`config.mk`:
```
export PLATFORM = sky130hd
export DESIGN_NAME = packet_rx
export DESIGN_NICKNAME = d
export VERILOG_FILES = /design/src/rtl/packet_rx.sv
export SDC_FILE = /design/constraint.sdc
export NUM_CORES = 1
export LEC_CHECK = 0
export BUFFER_PORTS_ARGS = -buffer_cell sky130_fd_sc_hd__buf_4
export CORE_MARGIN = 1
export CORE_UTILIZATION = 35
export DETAILED_ROUTE_END_ITERATION = 8
export HOLD_SLACK_MARGIN = 0.15
export PLACE_DENSITY = 0.57
export SYNTH_ARGS = -nofsm -noshare
export SYNTH_HDL_FRONTEND = slang
export SYNTH_SLANG_ARGS = --single-unit
```
`constraint.sdc`:
```
create_clock -name clk_in -period 48.9 [get_ports clk_in]
set_clock_uncertainty 0.2 [all_clocks]
set_input_delay 4.89 -clock clk_in [delete_from_list [all_inputs] [get_ports clk_in]]
set_output_delay 4.89 -clock clk_in [all_outputs]
set_load 0.01 [all_outputs]
```
`src/rtl/packet_rx.sv`:
```
// packet_rx
// Receives a PKT_LEN-bit packet sent as consecutive 8N1 UART byte frames and
// presents it on a parallel bus.
//
// Parameters
//   CLK_PER_SAMP  : clocks per oversample tick
//   SAMP_PER_BIT  : oversample ticks per bit period (even, >= 4)
//   PKT_LEN       : packet width in bits (multiple of 8)
//   WAITING_COUNT : idle clocks mid-packet before a partial packet is dropped
//
// Ports
//   clk_in    : system clock
//   rst_in    : synchronous active-high reset
//   rx        : asynchronous serial input, idle high
//   ready     : one-cycle pulse, data_out holds a newly completed packet
//   data_out  : last complete packet, first received byte in [7:0]
//   frame_err : one-cycle pulse on a bad stop bit
//   busy      : high while a packet is partially received
module packet_rx #(
    parameter int CLK_PER_SAMP  = 423,
    parameter int SAMP_PER_BIT  = 16,
    parameter int PKT_LEN       = 208,
    parameter int WAITING_COUNT = 130_000
) (
    input  logic               clk_in,
    input  logic               rst_in,
    input  logic               rx,
    output logic               ready,
    output logic [PKT_LEN-1:0] data_out,
    output logic               frame_err,
    output logic               busy
);

    localparam int NBYTES = PKT_LEN / 8;
    localparam int IDX_W  = $clog2(NBYTES + 1);
    localparam int SC_W   = $clog2(CLK_PER_SAMP + 1);
    localparam int TC_W   = $clog2(SAMP_PER_BIT + 1);
    localparam int TO_W   = $clog2(WAITING_COUNT + 1);

    localparam logic [SC_W-1:0]  SAMP_LAST = SC_W'(CLK_PER_SAMP - 1);
    localparam logic [TC_W-1:0]  HALF_LAST = TC_W'(SAMP_PER_BIT / 2 - 1);
    localparam logic [TC_W-1:0]  BIT_LAST  = TC_W'(SAMP_PER_BIT - 1);
    localparam logic [IDX_W-1:0] IDX_LAST  = IDX_W'(NBYTES - 1);
    localparam logic [TO_W-1:0]  TO_LAST   = TO_W'(WAITING_COUNT - 1);

    typedef enum logic [1:0] {IDLE, START, DATA, STOP} state_t;

    state_t             state;
    logic               rx_p0;
    logic               rx_s;
    logic [SC_W-1:0]    samp_cnt;
    logic               tick;
    logic [TC_W-1:0]    tick_cnt;
    logic [2:0]         bit_idx;
    logic [IDX_W-1:0]   byte_idx;
    logic [TO_W-1:0]    to_cnt;
    logic               wait_high;
    logic               start_det;
    logic [7:0]         shift;
    logic [PKT_LEN-1:0] pkt;
    logic [PKT_LEN-1:0] pkt_next;

    // Two-flop synchroniser; reset to the idle level so no false start follows reset.
    always_ff @(posedge clk_in) begin
        if (rst_in) begin
            rx_p0 <= 1'b1;
            rx_s  <= 1'b1;
        end else begin
            rx_p0 <= rx;
            rx_s  <= rx_p0;
        end
    end

    // After a frame error the line may still be low; wait_high blocks a false start.
    assign start_det = (state == IDLE) && !wait_high && !rx_s;

    // Free-running tick divider, re-phased on each start edge so sample
    // points are measured from detection.
    assign tick = (samp_cnt == SAMP_LAST);

    always_ff @(posedge clk_in) begin
        if (rst_in || start_det || tick) begin
            samp_cnt <= '0;
        end else begin
            samp_cnt <= samp_cnt + 1'b1;
        end
    end

    // Packet with the byte just received dropped into its slot.
    always_comb begin
        pkt_next = pkt;
        for (int i = 0; i < NBYTES; i++) begin
            if (byte_idx == IDX_W'(i)) begin
                pkt_next[i*8 +: 8] = shift;
            end
        end
    end

    assign busy = (byte_idx != '0) || (state != IDLE);

    always_ff @(posedge clk_in) begin
        if (rst_in) begin
            state     <= IDLE;
            tick_cnt  <= '0;
            bit_idx   <= '0;
            byte_idx  <= '0;
            to_cnt    <= '0;
            wait_high <= 1'b0;
            ready     <= 1'b0;
            frame_err <= 1'b0;
            data_out  <= '0;
        end else begin
            ready     <= 1'b0;
            frame_err <= 1'b0;
            case (state)
                IDLE: begin
                    if (wait_high && rx_s) begin
                        wait_high <= 1'b0;
                    end
                    if (byte_idx != '0) begin
                        if (to_cnt == TO_LAST) begin
                            byte_idx <= '0;
                            to_cnt   <= '0;
                        end else begin
                            to_cnt <= to_cnt + 1'b1;
                        end
                    end
                    // A start edge coinciding with the timeout still clears
                    // byte_idx above, so the new byte becomes byte 0.
                    if (start_det) begin
                        state    <= START;
                        tick_cnt <= '0;
                        to_cnt   <= '0;
                    end
                end
                START: begin
                    if (tick) begin
                        if (tick_cnt == HALF_LAST) begin
                            tick_cnt <= '0;
                            bit_idx  <= '0;
                            state    <= rx_s ? IDLE : DATA;
                        end else begin
                            tick_cnt <= tick_cnt + 1'b1;
                        end
                    end
                end
                DATA: begin
                    if (tick) begin
                        if (tick_cnt == BIT_LAST) begin
                            tick_cnt <= '0;
                            shift    <= {rx_s, shift[7:1]};
                            if (bit_idx == 3'd7) begin
                                state <= STOP;
                            end else begin
                                bit_idx <= bit_idx + 1'b1;
                            end
                        end else begin
                            tick_cnt <= tick_cnt + 1'b1;
                        end
                    end
                end
                STOP: begin
                    if (tick) begin
                        if (tick_cnt == BIT_LAST) begin
                            tick_cnt <= '0;
                            state    <= IDLE;
                            if (rx_s) begin
                                pkt <= pkt_next;
                                if (byte_idx == IDX_LAST) begin
                                    data_out <= pkt_next;
                                    ready    <= 1'b1;
                                    byte_idx <= '0;
                                end else begin
                                    byte_idx <= byte_idx + 1'b1;
                                end
                            end else begin
                                frame_err <= 1'b1;
                                byte_idx  <= '0;
                                wait_high <= 1'b1;
                            end
                        end else begin
                            tick_cnt <= tick_cnt + 1'b1;
                        end
                    end
                end
                default: state <= IDLE;
            endcase
        end
    end

endmodule

```
==> Yosys cells after proc, flatten, opt, wreduce, memory -nomap -nowiden <==
Index checks and enable logic that the tools add are counted.
{ "totals": {"rom_bits": 0, "latch_bits": 0, "register_bits": 470, "ramBits": 0, "mem_count": 0, "elab_cells": 163, "in_bits": 3} }
{ "op_classes": {"n_reduce_logical": 27, "mux": 65, "n_eq_ne": 47, "n_bitwise": 5, "shifts": 0, "n_addsub": 5, "n_div": 0, "n_lt_le_gt_ge": 0, "multipliers": 0} }
{ "ops": {"columns": ["operator", "n"], "rows": [
  ["$mux 8", 26],
  ["$mux 5", 11],
  ["$mux 17", 3],
  ["$eq 5x5->1 const B", 10],
  ["$eq 5x4->1 const B", 9],
  ["$eq 5x3->1 const B", 5],
  ["$ne 2x2->1 const B", 10],
  ["$reduce_and 5->1", 4],
  ["$mux 2", 9],
  ["$add 17x1->17 const B", 1],
  ["$eq 17x17->1 const B", 1],
  ["$mux 3", 5],
  ["$pmux 5 s3", 1],
  ["$add 5x1->5 const B", 2],
  ["$eq 5x2->1 const B", 2],
  ["$pmux 5 s2", 1],
  ["$add 9x1->9 const B", 1],
  ["$eq 9x9->1 const B", 1],
  ["$ne 2x1->1 const B", 4],
  ["$pmux 2 s4", 1],
  ["$reduce_and 8->1", 1],
  ["$reduce_bool 2->1", 4],
  ["$mux 1", 6],
  ["$pmux 3 s2", 1],
  ["other kinds (20)", 30]
]} }

==> Depth between registers and ports, before layout <==
Gate-level depths: netlist of the first run.
{ "depth": {"ltp_word": 6, "mapped_depth": 11, "depth_no_buf": 9} }

==> Worst setup path before layout of the first run <==
Ideal clock, no wire load.
{ "synth_path": {"kind": "input to register", "startpoint": "in rst_in", "endpoint": "reg pkt[0] (enable)", "setup_ns": 1.030, "t_required_ns": 47.670, "slack_ns": 28.369, "path_stages": 3, "t_arrival_ns": 19.301, "cell_sequence": "clkbuf_1 clkbuf_1 nor3_1"} }
{ "synth_via": {"elab_chain_len": 2} }
{ "synth_lines": {"columns": ["item", "line", "text"], "rows": [
  ["start, declared", "26", "input logic rst_in,"],
  ["$not 1->1 (no line)", null, null],
  ["$reduce_and 5->1 (no line)", null, null],
  ["end signal, assigned", "168", "pkt <= pkt_next;"],
  ["end, declared", "60", "logic [PKT_LEN-1:0] pkt;"]
]} }
Every way passes these cells.
A chain may end at the register's enable or synchronous reset.

==> out/qor.csv, run 1 <==
metric,value,unit
status,finished clean,
placed wire-length estimate,28.3,mm
slowest CP cell,buf_4,
Logic pwr share,0.007,
Clk network pwr share,0.484,
CP max stage delay,0.79,ns
placed cells,2284,
fin crit share,0.149,
initial DRC count,711,
Synth area leader,edfxtp_1,
Net Sw Frac,0.202,
nets@finish,1665,
Final Core Density,0.430,
Critical Path Fanout Max,87,
Rows,84,
crit path cell chain,buf_6 > buf_4 > buf_4 > nor2_1 > a31oi_1 > o31ai_1,
initial antenna violation count,0,
sequential area share after synthesis,0.613,
"Cell Count, Final, Fillers Out",2377,
Detail Route Antenna Nets,0,
TritonCTS clock tree,done,
fin. max-slew vios,0,
total global-route track usage,0.166,
vias in the first global route,11200,
sw power,162,uW
Post-CTS Setup Inserts,0,
Wirelength per Cell,19.4,um
PwrDens,35.2,nW/um^2
largest net degree at the start of global routing,124,
Buf/Inv on CP,3,
IO buf count,213,
final setup TNS,0,ns
CORE AREA,53000,um^2
Worst R2R Setup Slack,44.99,ns
Critical Path Start,rst_in,
CTS Buffer Depth,3,
global-route wire length before repair,69.3,mm
worst r2r src,tick_cnt[0]$_SDFFE_PP0P_,
crit-path leading delay family,buffers and inverters,
htree depth,2,
post-synth top area share,0.343,
Post-CTS Resized,0,
Mapped Avg Cell Area,13.1,um^2
Post-synth EDFFs,216,
"Data arrival, critical path",7.52,ns
gr ovfl total,0,
CP startpoint kind,input pin,
cts bufs inserted,51,
final wirelength,46.1,mm
Worst-Margin Slew,1.15,ns
CTS sink cnt,470,
fraction of final layout cells sized beyond drive strength 1,0.323,
peak supply drop,0.0000228,V
Hold Path Class,flip-flop to flip-flop,
async set-reset flop share out of synthesis,0,
Post-Syn Area,18900,um^2
most frequent cells after synthesis,"dfxtp_1, nor2_1, edfxtp_1",
RSZ-0062 raised after global routing,false,
Rel. slew slack,0.235,
minimum clock period,7.28,ns
total power,803,uW
Ys Warns,0,
Yosys reg bits,470,
Seq pwr share,0.509,
leakage power,8.03,nW
Final Setup Violations,0,
Worst path depth,6,
Detailed Routing Iterations Pass 1,5,
clk root buf,clkbuf_16,
via count,11600,
critical path required time,49.14,ns
I/O pin count,214,
Area growth syn-to-layout,20.6,%
die span in x,234,um
Avg Vias per Cell,4.89,
Post-CTS Hold Buffers,0,
crit end category,flip-flop,
reg2reg end,data_out[123]$_SDFFE_PP0P_,
GPL Wtd Cong,0.787,
Remaining DRCs,0,
Syn Nets,1463,
antenna diode count,0,
Max Cap Viol,0,
full die area,54900,um^2
Setup crit end,byte_idx[2]$_SDFFE_PP0P_,
Synth area leaders,"edfxtp_1, dfxtp_1, mux2_2, mux2i_1, nor2_1",
clk_lat worst skew,0.58,ns
cell-internal power,641,uW
CP Class,input pin to flip-flop,
hold_ws,0.249,ns
"most used cell, CP",buf_4,
Worst R2R Path Depth,10,
synthesized instance count,1447,
Chip Height,234,um
endpoints failing hold,0,
FMAX,0.137,GHz
"Top FF cell, synth",dfxtp_1,
most common cell in the netlist,dfxtp_1,
initial core utilization,0.357,
synth unique cells,54,
Clock Pin Slew Worst Setup and Hold Paths,0.06,ns
## per-layer routing
metal  global-route usage  wire length (um)
met5                    0                 0
met4               0.0401               854
met3               0.0302              1970
met2                0.260             21200
met1                0.236             22100
## cells in the final DEF, fill, tap and decap left out, types with 15 or more instances in the layout
| cell type | instances |
|---|---|
| buf_4 | 230 |
| clkbuf_16 | 54 |
| dfxtp_1 | 254 |
| edfxtp_1 | 216 |
| mux2_2 | 208 |
| mux2i_1 | 210 |
| nand2_1 | 24 |
| nand3_1 | 22 |
| nand4_1 | 15 |
| nor2_1 | 253 |
## worst reg2reg max path, stage by stage (launching register included)
cell,delay (ns)
dfxtp_1,0.37
ha_1,0.24
nand3_1,0.13
inv_1,0.08
ha_1,0.28
nand3_1,0.26
nor3_2,0.38
buf_4,0.65
buf_4,0.80
mux2i_1,0.31
nor2_1,0.05
## worst min-delay path by stage
stage / endpoint / slack [ns] / depth (start not counted) / from
floorplan: rx_s$_SDFF_PP1_ / 0.19 / 1 / rx_p0$_SDFF_PP1_
global placement: rx_s$_SDFF_PP1_ / 0.20 / 1 / rx_p0$_SDFF_PP1_
detailed placement: rx_s$_SDFF_PP1_ / 0.23 / 1 / rx_p0$_SDFF_PP1_
CTS: rx_s$_SDFF_PP1_ / 0.25 / 1 / rx_p0$_SDFF_PP1_
global route: rx_s$_SDFF_PP1_ / 0.28 / 1 / rx_p0$_SDFF_PP1_
finish: rx_s$_SDFF_PP1_ / 0.25 / 1 / rx_p0$_SDFF_PP1_
## per-stage QoR
| step | worst slack (ns) | instance area [um^2] |
|---|---|---|
| after detailed placement | 40.96 | 21100 |
| after floorplan | 28.37 | 18900 |
| after global routing | 41.33 | 22800 |
| after global placement | 40.95 | 21100 |
| after CTS | 41.61 | 22800 |
| final | 41.62 | 22800 |
## power groups by stage
stage | clock network (mW) | registers, mW | logic, mW
after floorplan | 0 | 0.417 | 0.00445
after global placement | 0 | 0.417 | 0.00598
after detailed placement | 0 | 0.417 | 0.00605
after CTS | 0.400 | 0.408 | 0.00604
after global routing | 0.416 | 0.408 | 0.00661
final | 0.388 | 0.408 | 0.00593
## cell families (layout without fill, tap and decap cells)
logic type	count (synthesis)	in the layout	synth area share
flops	470	470	0.613
mux	418	418	0.235
simple gates	392	392	0.0945
buf+inv	95	337	0.0266
compound gates	44	44	0.0153
xor+xnor	15	15	0.00696
fa+ha+maj	13	13	0.00861
## registers in the layout, indices dropped and copies added, names as in the netlist, named ones only
signal and count:
ready 1, rx_s 1, state 1, byte_idx 5, bit_idx 3, data_out 208
frame_err 1, shift 8, rx_p0 1, pkt 208, samp_cnt 9, to_cnt 17
tick_cnt 5, wait_high 1
## layout make-up
class	instances	area (um^2)
Clock buffer	77	1570
Clock inverter	16	144
Fill cell	4893	30200
Inverter	12	45.0
Multi-Input combinational cell	882	6830
Sequential cell	470	11600
Tap cell	688	861
Timing Repair Buffer	232	1760
(Power assumes the default switching activity.)
==> run 2, diff against run 1 <==
--- a/config.mk
+++ b/config.mk
@@ -5,12 +5,13 @@
 export SDC_FILE = /design/constraint.sdc
 export NUM_CORES = 1
 export LEC_CHECK = 0
+export ABC_AREA = 1
 export BUFFER_PORTS_ARGS = -buffer_cell sky130_fd_sc_hd__buf_4
 export CORE_MARGIN = 1
 export CORE_UTILIZATION = 35
 export DETAILED_ROUTE_END_ITERATION = 8
 export HOLD_SLACK_MARGIN = 0.15
-export PLACE_DENSITY = 0.57
+export PLACE_DENSITY = 0.59
 export SYNTH_ARGS = -nofsm -noshare
 export SYNTH_HDL_FRONTEND = slang
 export SYNTH_SLANG_ARGS = --single-unit
==> constraint.sdc (replaced) <==
create_clock -name clk_in -period 6.5 [get_ports clk_in]
set_clock_uncertainty 0.2 [all_clocks]
set_input_delay 0.65 -clock clk_in [delete_from_list [all_inputs] [get_ports clk_in]]
set_output_delay 0.65 -clock clk_in [all_outputs]
set_load 0.01 [all_outputs]
==> run 2 against run 1 <==
  * Cell count up 22%
  * Register-to-register slack lost 42 ns
  * Global-route usage is 1.1 points higher
  * Worst hold slack lost 0.044 ns
  * Power grew to 7.7 times the previous value
  * Non-clock buffer count down 2
  * Via count rose by 21%
  * Wire length grew 4.5%
  * Die area is 3.0% lower
  * Synthesized cell count increased by 39%
  * Sequential cell count stayed put
==> out/qor.csv, run 2 <==
metric,value,unit,change
Clock Pin Slew Worst Setup and Hold Paths,0.06,ns,about the same
"Cell Count, Final, Fillers Out",2901,,"was 2,377"
placed wire-length estimate,29.9,mm,was 28.3 mm
I/O pin count,214,,unchanged
CP startpoint kind,flip-flop,,was input pin
cts bufs inserted,51,,unchanged
Yosys reg bits,470,,unchanged
leakage power,8.67,nW,was 8.03 nW
most common cell in the netlist,nor2_1,,was dfxtp_1
GPL Wtd Cong,0.796,,was 0.787
Post-CTS Setup Inserts,0,,unchanged
die span in x,231,um,was 234 um
Rows,83,,was 84
Remaining DRCs,0,,unchanged
vias in the first global route,13200,,was 11.2k
CORE AREA,51500,um^2,"was 53,000 um^2"
initial antenna violation count,1,,was 0
"most common cell after layout, fill and taps aside",nor2_1,,was dfxtp_1
htree depth,2,,unchanged
PwrDens,279,nW/um^2,was 35.2 nW/um^2
FMAX,0.278,GHz,
Max Cap Viol,0,,unchanged
Chip Height,231,um,was 234 um
"Top FF cell, synth",dfxtp_1,,unchanged
peak supply drop,0.000166,V,was 0.0000228 V
gr ovfl total,0,,unchanged
Synth area leaders,"edfxtp_1, dfxtp_1, o21ai_0, nor2_1, nand2_1",,"was edfxtp_1, dfxtp_1, mux2_2, mux2i_1, nor2_1"
Ys Warns,0,,unchanged
CTS sink cnt,470,,unchanged
sequential area share after synthesis,0.632,,was 0.613
Final Core Density,0.430,,about the same
RSZ-0062 raised after global routing,false,,unchanged
total global-route track usage,0.177,,was 0.166
clk root buf,clkbuf_16,,unchanged
minimum clock period,3.60,ns,
Mapped Avg Cell Area,9.09,um^2,was 13.1 um^2
pre-CTS WS,2.96,ns,was 40.96 ns
TritonCTS clock tree,done,,unchanged
Area growth syn-to-layout,21.0,%,was 20.6%
placed cells,2805,,"was 2,284"
Post-synth EDFFs,216,,unchanged
Syn Nets,2030,,"was 1,463"
nets@finish,2195,,"was 1,665"
Wirelength per Cell,16.6,um,was 19.4 um
synth unique cells,28,,was 54
final wirelength,48.2,mm,was 46.1 mm
initial core utilization,0.355,,was 0.357
via count,14100,,was 11.6k
crit end category,flip-flop,,unchanged
Worst-Margin Slew,1.03,ns,was 1.15 ns
synthesized instance count,2014,,"was 1,447"
CTS Buffer Depth,3,,unchanged
largest net degree at the start of global routing,210,,was 124
status,finished clean,,unchanged
antenna diode count,0,,unchanged
Top Registers,"data_out: 208 flops, pkt: 208 flops, to_cnt: 17 flops",,unchanged
endpoints failing hold,0,,unchanged
Hold Path Class,input pin to flip-flop,,was flip-flop to flip-flop
fin. max-slew vios,0,,unchanged
Setup WS post-layout,2.90,ns,was 41.62 ns
Detailed Routing Iterations Pass 1,5,,unchanged
IO buf count,213,,unchanged
Final Setup Violations,0,,unchanged
fraction of final layout cells sized beyond drive strength 1,0.148,,was 0.323
"commonest non-fill, non-tap cells in the layout","nor2_1, o21ai_0, nand2_1",,"was dfxtp_1, nor2_1, buf_4"
critical path required time,6.82,ns,was 49.14 ns
Detail Route Antenna Nets,0,,unchanged
total power,6.17,mW,was 803 uW
CP Class,flip-flop to flip-flop,,was input pin to flip-flop
final setup TNS,0,ns,unchanged
"Data arrival, critical path",3.92,ns,was 7.52 ns
fin crit share,0.554,,
Synth area leader,edfxtp_1,,unchanged
Post-Syn Area,18300,um^2,"was 18,900 um^2"
Worst R2R Setup Slack,2.90,ns,was 44.99 ns
Avg Vias per Cell,4.86,,was 4.89
clk_lat worst skew,0.59,ns,was 0.58 ns
async set-reset flop share out of synthesis,0,,unchanged
Rel. slew slack,0.307,,was 0.235
initial DRC count,1352,,was 711
full die area,53200,um^2,"was 54,900 um^2"
most frequent cells after synthesis,"nor2_1, o21ai_0, nand2_1",,"was dfxtp_1, nor2_1, edfxtp_1"
Critical Path Fanout Max,209,,was 87
global-route wire length before repair,74.3,mm,was 69.3 mm
post-synth top area share,0.354,,was 0.343
run 2: report_power, final:
| part | internal, mW | leakage (nW) | switching, mW | total, mW |
|---|---|---|---|---|
| combinational | 0.0202 | 4.49 | 0.0613 | 0.0815 |
| clock | 1.83 | 0.882 | 1.19 | 3.02 |
| sequential | 3.07 | 3.30 | 0.00283 | 3.07 |
| total | 4.92 | 8.67 | 1.25 | 6.17 |
run 2: path summary, 6_finish.rpt:
kind                                 start                         end  cells after the start
hold reg to reg         shift[6]$_DFFE_PP_          shift[5]$_DFFE_PP_                      0
hold / removal                      rst_in        frame_err$_SDFF_PP0_                      2
setup reg to reg  tick_cnt[0]$_SDFFE_PP0P_  data_out[134]$_SDFFE_PP0P_                     12
setup / recovery  tick_cnt[0]$_SDFFE_PP0P_  data_out[134]$_SDFFE_PP0P_                     12
run 2: cells by family (layout without fill, tap and decap cells):
group / after synthesis / in the layout / share of synthesized area
compound gates: 468 / 468 / 0.129
buf+inv: 192 / 399 / 0.0456
fa+ha+maj: 13 / 13 / 0.00888
xor+xnor: 4 / 4 / 0.00191
flops: 470 / 470 / 0.632
simple gates: 867 / 867 / 0.183
run 2: repair_timing:
| item | CTS | global route |
|---|---|---|
| endpoints found under the hold margin | 1 | 0 |
| hold buffers | 1 | 0 |
| resized for setup | 0 | 0 |
run 2: area by class of cell:
type	count	area, um^2
clock buffers	80	1660
repair buffers	230	1740
clock inverters	15	133
flip-flops and latches	470	11600
well taps	680	851
multi-input cells	1352	5920
fillers	4992	29400
inverters	74	288
run 2: worst max-delay path, stage by stage (launching register included):
cell and delay, ns:
dfxtp_1 0.38, ha_1 0.19, nand2_1 0.07, nor2_1 0.15
ha_1 0.17, inv_1 0.10, nor2_1 0.12, nand4_1 0.15
buf_12 0.30, inv_6 0.54, buf_4 0.69, nor2_1 0.10
nor2_1 0.13
run 2: stage by stage:
| stage | hold WS (ns) | instance area [um^2] |
|---|---|---|
| floorplan | 0.189 | 18300 |
| global placement | 0.230 | 20400 |
| detailed placement | 0.234 | 20400 |
| CTS | 0.183 | 22200 |
| global route | 0.198 | 22200 |
| finish | 0.205 | 22200 |
run 2: per-layer routing:
metal | vias to the layer above | GRT usage | wire [um]
li1 | 7045 | - | -
met1 | 6598 | 0.249 | 22500
met2 | 379 | 0.276 | 21800
met3 | 66 | 0.0337 | 2870
met4 | 0 | 0.0524 | 986
met5 | - | 0 | 0
